--- config.mk ---
export PLATFORM = sky130hd
export DESIGN_NAME = mul_iter
export DESIGN_NICKNAME = d
export VERILOG_FILES = /design/src/rtl/mul_pkg.sv /design/src/rtl/mul_iter.sv
export SDC_FILE = /design/constraint.sdc
export NUM_CORES = 1
export LEC_CHECK = 0
export ABC_AREA = 0
export BUFFER_PORTS_ARGS = -buffer_cell sky130_fd_sc_hd__buf_2
export CORE_MARGIN = 2
export CORE_UTILIZATION = 64
export CTS_CLUSTER_DIAMETER = 50
export DETAILED_ROUTE_END_ITERATION = 8
export PLACE_DENSITY = 0.87
export SLEW_MARGIN = 20
export SYNTH_ARGS = -nofsm -noshare
export SYNTH_HDL_FRONTEND = slang
export SYNTH_SLANG_ARGS = --single-unit
--- constraint.sdc ---
create_clock -name clk -period 7.9 [get_ports clk]
set_clock_uncertainty 0.2 [all_clocks]
set_input_delay 0.79 -clock clk [delete_from_list [all_inputs] [get_ports clk]]
set_output_delay 0.79 -clock clk [all_outputs]
set_load 0.02 [all_outputs]
--- src/rtl/mul_pkg.sv ---
// Shared definitions for the iterative multiplier: the operand-mode encoding,
// the FSM state type and the conditional two's-complement helper.
package mul_pkg;

  // mode = {a_signed, b_signed}
  localparam logic [1:0] MUL_UU = 2'b00;
  localparam logic [1:0] MUL_US = 2'b01;
  localparam logic [1:0] MUL_SU = 2'b10;
  localparam logic [1:0] MUL_SS = 2'b11;

  typedef enum logic [1:0] {IDLE, BUSY, FIX, DONE} mul_state_t;

  // Helper operates on a fixed wide vector; callers zero-extend and slice.
  // 128 bits covers the 2W-bit product negate for W up to 64.
  localparam int MUL_FN_W = 128;

  function automatic logic [MUL_FN_W-1:0] cond_neg(input logic [MUL_FN_W-1:0] x,
                                                   input logic                en);
    return en ? (~x + MUL_FN_W'(1)) : x;
  endfunction

endpackage

--- src/rtl/mul_iter.sv ---
// Iterative shift-add multiplier, one multiplier bit per cycle, 2W-bit product.
// Operands are converted to magnitudes on accept; the sign is reapplied in FIX.
// Optional build macro MUL_EARLY_EXIT_EN: finish BUSY as soon as the remaining
// multiplier bits are all zero (results unchanged, shorter latency).
module mul_iter
  import mul_pkg::*;
#(
  parameter  int W     = 64,
  localparam int CNT_W = $clog2(W + 1)
) (
  input  logic         clk,
  input  logic         rst_n,
  input  logic         in_valid,
  output logic         in_ready,
  input  logic [1:0]   mode,
  input  logic [W-1:0] multiplicand,
  input  logic [W-1:0] multiplier,
  input  logic         flush,
  output logic         out_valid,
  input  logic         out_ready,
  output logic [W-1:0] result_h,
  output logic [W-1:0] result_l
);

  mul_state_t       state_q, state_d;
  logic [W-1:0]     a_q, a_d;
  logic [W-1:0]     b_q, b_d;
  logic [2*W-1:0]   acc_q, acc_d;
  logic [CNT_W-1:0] cnt_q, cnt_d;
  logic             neg_q, neg_d;

  logic                accept;
  logic                a_sgn, b_sgn, a_neg, b_neg;
  logic [MUL_FN_W-1:0] a_fn, b_fn, acc_fn;
  logic                unused_fn;
  logic [W:0]          sum;
  logic [2*W-1:0]      acc_step;
  logic                last;
  logic                finish;

  assign accept = in_valid && (state_q == IDLE) && !flush;

  assign a_sgn = (mode == MUL_SU) || (mode == MUL_SS);
  assign b_sgn = (mode == MUL_US) || (mode == MUL_SS);
  assign a_neg = a_sgn && multiplicand[W-1];
  assign b_neg = b_sgn && multiplier[W-1];

  assign a_fn   = cond_neg(MUL_FN_W'(multiplicand), a_neg);
  assign b_fn   = cond_neg(MUL_FN_W'(multiplier), b_neg);
  assign acc_fn = cond_neg(MUL_FN_W'(acc_q), neg_q);
  // Upper helper bits beyond the working width are intentionally dropped.
  assign unused_fn = ^{a_fn, b_fn, acc_fn};

  // One shift-add step: conditional add into the high half, then shift the
  // (W+1)-bit sum together with the low half right by one.
  assign sum      = {1'b0, acc_q[2*W-1:W]} + (b_q[0] ? {1'b0, a_q} : {(W+1){1'b0}});
  assign acc_step = {sum, acc_q[W-1:1]};
  assign last     = (cnt_q == CNT_W'(W - 1));

`ifdef MUL_EARLY_EXIT_EN
  logic [CNT_W-1:0] rem;
  logic             zero_rest;
  assign rem       = CNT_W'(W - 1) - cnt_q;
  assign zero_rest = (b_q[W-1:1] == '0);
  assign finish    = last || zero_rest;
`else
  assign finish    = last;
`endif

  // State register, synchronous active-low reset.
  always_ff @(posedge clk) begin
    if (!rst_n) state_q <= IDLE;
    else        state_q <= state_d;
  end

  // Next-state logic; flush overrides everything.
  always_comb begin
    state_d = state_q;
    if (flush) begin
      state_d = IDLE;
    end else begin
      unique case (state_q)
        IDLE:    if (in_valid)  state_d = BUSY;
        BUSY:    if (finish)    state_d = FIX;
        FIX:                    state_d = DONE;
        DONE:    if (out_ready) state_d = IDLE;
        default:                state_d = IDLE;
      endcase
    end
  end

  // Handshake outputs decoded straight from state.
  always_comb begin
    in_ready  = (state_q == IDLE);
    out_valid = (state_q == DONE);
  end

  // Datapath next values: load magnitudes, iterate, apply sign.
  always_comb begin
    a_d   = a_q;
    b_d   = b_q;
    acc_d = acc_q;
    cnt_d = cnt_q;
    neg_d = neg_q;
    if (!flush) begin
      unique case (state_q)
        IDLE: if (accept) begin
          a_d   = a_fn[W-1:0];
          b_d   = b_fn[W-1:0];
          neg_d = a_neg ^ b_neg;
          acc_d = '0;
          cnt_d = '0;
        end
        BUSY: begin
          b_d   = b_q >> 1;
          cnt_d = cnt_q + CNT_W'(1);
`ifdef MUL_EARLY_EXIT_EN
          // Remaining multiplier bits are zero: align in one go.
          acc_d = zero_rest ? (acc_step >> rem) : acc_step;
`else
          acc_d = acc_step;
`endif
        end
        FIX:     acc_d = acc_fn[2*W-1:0];
        default: ;
      endcase
    end
  end

  // Datapath registers; reset clears everything, result included.
  always_ff @(posedge clk) begin
    if (!rst_n) begin
      a_q   <= '0;
      b_q   <= '0;
      acc_q <= '0;
      cnt_q <= '0;
      neg_q <= 1'b0;
    end else begin
      a_q   <= a_d;
      b_q   <= b_d;
      acc_q <= acc_d;
      cnt_q <= cnt_d;
      neg_q <= neg_d;
    end
  end

  assign result_h = acc_q[2*W-1:W];
  assign result_l = acc_q[W-1:0];

endmodule

==> impl_metrics.py <==
metrics = {
    "detailed_routing": {
        "ant_nets": 0,
        "vias_per_cell": 6.61,
        "drc_errors": 0,
        "via_count": 22300,
        "wl_per_cell_um": 19.9,
        "drt_iter0_markers": 2398,
        "wirelength_um": 67000,
        "dr.pass1.iters": 7,
    },
    "power_and_ir_drop": {
        "ir_drop_mv": 0.176,
        "p_total_mw": 3.75,
        "power_leakage_nw": 9.20,
        "p_per_area_mw_per_mm2": 166,
    },
    "synthesis": {
        "yosysSeqAreaShare": 0.267,
        "synth_area_leader_cell": "dfxtp_1",
        "ys.warnings.count": 0,
        "synthFlopType": "dfxtp_1",
        "ys_ff_latch": 266,
        "async_flop_share": 0,
        "synth_top_area_share": 0.267,
        "yosys-top-cells-area": "dfxtp_1, a21oi_1, nor2_1",
        "syn_area_per_cell_sq_um": 7.12,
        "synth_edf_count": 0,
        "syn_nets": 3010,
        "synth_cell_type_count": 78,
        "syn_area_sq_mm": 0.0200,
        "syn_inst": 2802,
    },
    "worst_setup_path": {
        "path_max_fanout": 7,
        "r2r_cells": 12,
        "endpoint": "acc_q[120]",
        "startpoint_type": "flop",
        "cp.arrival_ps": 4770,
        "worstSetupEndpointType": "flop",
        "startpoint": "acc_q[1]",
        "critPathKind": "reg -> reg",
        "crit_required_ps": 8170,
        "r2r-start": "acc_q[1]",
        "crit-reg2reg-capture": "acc_q[120]",
        "r2r_setup_slack_ps": 3390,
    },
    "placed_design": {
        "place.gp.congestion": 0.980,
        "place_ws_ps": 3530,
        "hpwl_um": 48500,
        "io_buffers": 264,
        "dp.cells": 3309,
        "dpl_cell_area_sq_mm": 0.0213,
    },
    "cts": {
        "h-tree-depth": 2,
        "clk_latency_ps": 530,
        "cts_sinks": 266,
        "postCtsHoldBufs": 0,
        "cts_buffer_depth": 3,
        "post_cts_resized": 0,
        "cts_tree": "done",
        "clk_pin_slew_worst_paths_ps": 60,
        "root_buffer": "clkbuf_16",
        "cts_setup_buffers": 0,
        "cts_buffers": 35,
    },
    "timing": {
        "setup_viol": 0,
        "layout_setup_ws_ps": 3390,
        "slew_violations": 0,
        "hold_ws_ps": 249,
        "hold_viol": 0,
        "fin_crit_ps": 4510,
        "tns_ps": 0,
        "rsz0062_at_grt": "no",
        "slew_headroom": 0.296,
        "worstMarginPinSlew_ps": 1060,
        "fmax_mhz": 222,
        "finalCritPeriodShare": 0.571,
    },
    "floorplanning": {
        "coreArea_sq_mm": 0.0307,
        "row_count": 64,
        "dieArea_sq_mm": 0.0326,
        "fp.dieW_um": 181,
        "die_y_um": 181,
        "io_pins": 265,
        "start_util": 0.651,
    },
    "cells_and_area": {
        "final_area_sq_mm": 0.0226,
        "final_common_cell": "nor2_1",
        "area_growth_syn_to_layout_pct": 13.1,
        "seqCellArea_sq_mm": 0.00533,
        "final_util": 0.736,
        "multiInputGateArea_sq_mm": 0.0137,
        "n_antenna_cell": 0,
        "n_fill_cell": 2517,
        "nets": 3158,
        "fin_cells": 3372,
        "drive_gt1_frac": 0.133,
        "mostFrequentLayoutCells": "nor2_1, nand2_1, a21oi_1",
    },
    "global_route": {
        "grt_usage": 0.395,
        "grt_max_degree": 97,
        "grt_pass1_wl_um": 107000,
        "grt_overflow": 0,
        "grt_antenna_before_repair": 0,
        "grt_pass1_vias": 20300,
    },
    "min_path": {
        "hp-class": "reg -> reg",
    },
    "flow_run": {
        "maxCapViolCount": 0,
    },
    "status": {
        "status": "completed",
    },
}
[registers in the layout, indices dropped and copies added (netlist names)]
| register | flops |
|---|---|
| neg_q | 1 |
| a_q | 64 |
| acc_q | 128 |
| state_q | 2 |
| cnt_q | 7 |
| b_q | 64 |
[where the power goes]
| part | switching [mW] | internal [mW] | leakage (nW) |
|---|---|---|---|
| combinational | 0.411 | 0.219 | 6.44 |
| sequential | 0.0329 | 1.39 | 2.16 |
| clock | 0.663 | 1.03 | 0.601 |
| total | 1.11 | 2.64 | 9.20 |
[cells by family (layout without fill, tap and decap cells)]
logic type / after synthesis / in the layout / share of synthesized area
muxes: 4 / 4 / 0.00207
DFF: 266 / 266 / 0.267
and+or+nand+nor: 1159 / 1159 / 0.283
buffers and inverters: 241 / 415 / 0.0458
AOI/OAI and AO/OA: 842 / 842 / 0.261
adders and majority gates: 73 / 73 / 0.0461
xor gates and xnor gates: 217 / 217 / 0.0952
[Yosys cell counts, drive strengths merged (48+ instances only)]
| cell | n |
|---|---|
| or3 | 66 |
| a22oi | 48 |
| o21ai | 222 |
| inv | 58 |
| xor2 | 86 |
| nor2 | 321 |
| nor3 | 110 |
| and2 | 77 |
| dfxtp | 266 |
| xnor2 | 131 |
| a211oi | 50 |
| clkbuf | 165 |
| nand3 | 62 |
| ha | 72 |
| nand2 | 314 |
| a21oi | 282 |
[worst min-delay path by stage]
stage | startpoint | to | slack [ps] | cells after the start
6_report | a_q[30] | a_q[30] | 250 | 2
5_1_grt | b_q[8] | b_q[8] | 270 | 2
4_1_cts | a_q[30] | a_q[30] | 250 | 2
3_5_place_dp | b_q[21] | b_q[21] | 240 | 2
3_3_place_gp | b_q[58] | b_q[58] | 230 | 2
2_1_floorplan | b_q[56] | b_q[56] | 230 | 2
[per-layer routing]
| layer | vias to the layer above | routed length [um] | GRT usage |
|---|---|---|---|
| met5 | - | 0 | 0 |
| met4 | 0 | 2400 | 0.140 |
| met3 | 186 | 7600 | 0.0879 |
| met2 | 1264 | 29000 | 0.601 |
| met1 | 10400 | 27900 | 0.549 |
| li1 | 10400 | - | - |
[cell type report]
class	count	area share
Inverter	58	0.00987
Multi-Input combinational cell	2295	0.609
Clock buffer	44	0.0435
Clock inverter	19	0.0111
Timing Repair Buffer	294	0.0685
Tap cell	396	0.0220
Sequential cell	266	0.236
[critical path, cell delays in order (launching register included)]
cell and delay, ps:
dfxtp_1 350, inv_1 90, ha_1 170, or3b_2 510, nor3_1 650, nand3_1 450
nor4_2 800, nand3_2 240, or4_4 480, o21ai_1 140, nand2_1 80, o21ai_1 150
a211o_1 130
Power figures use the tool's default switching activity.
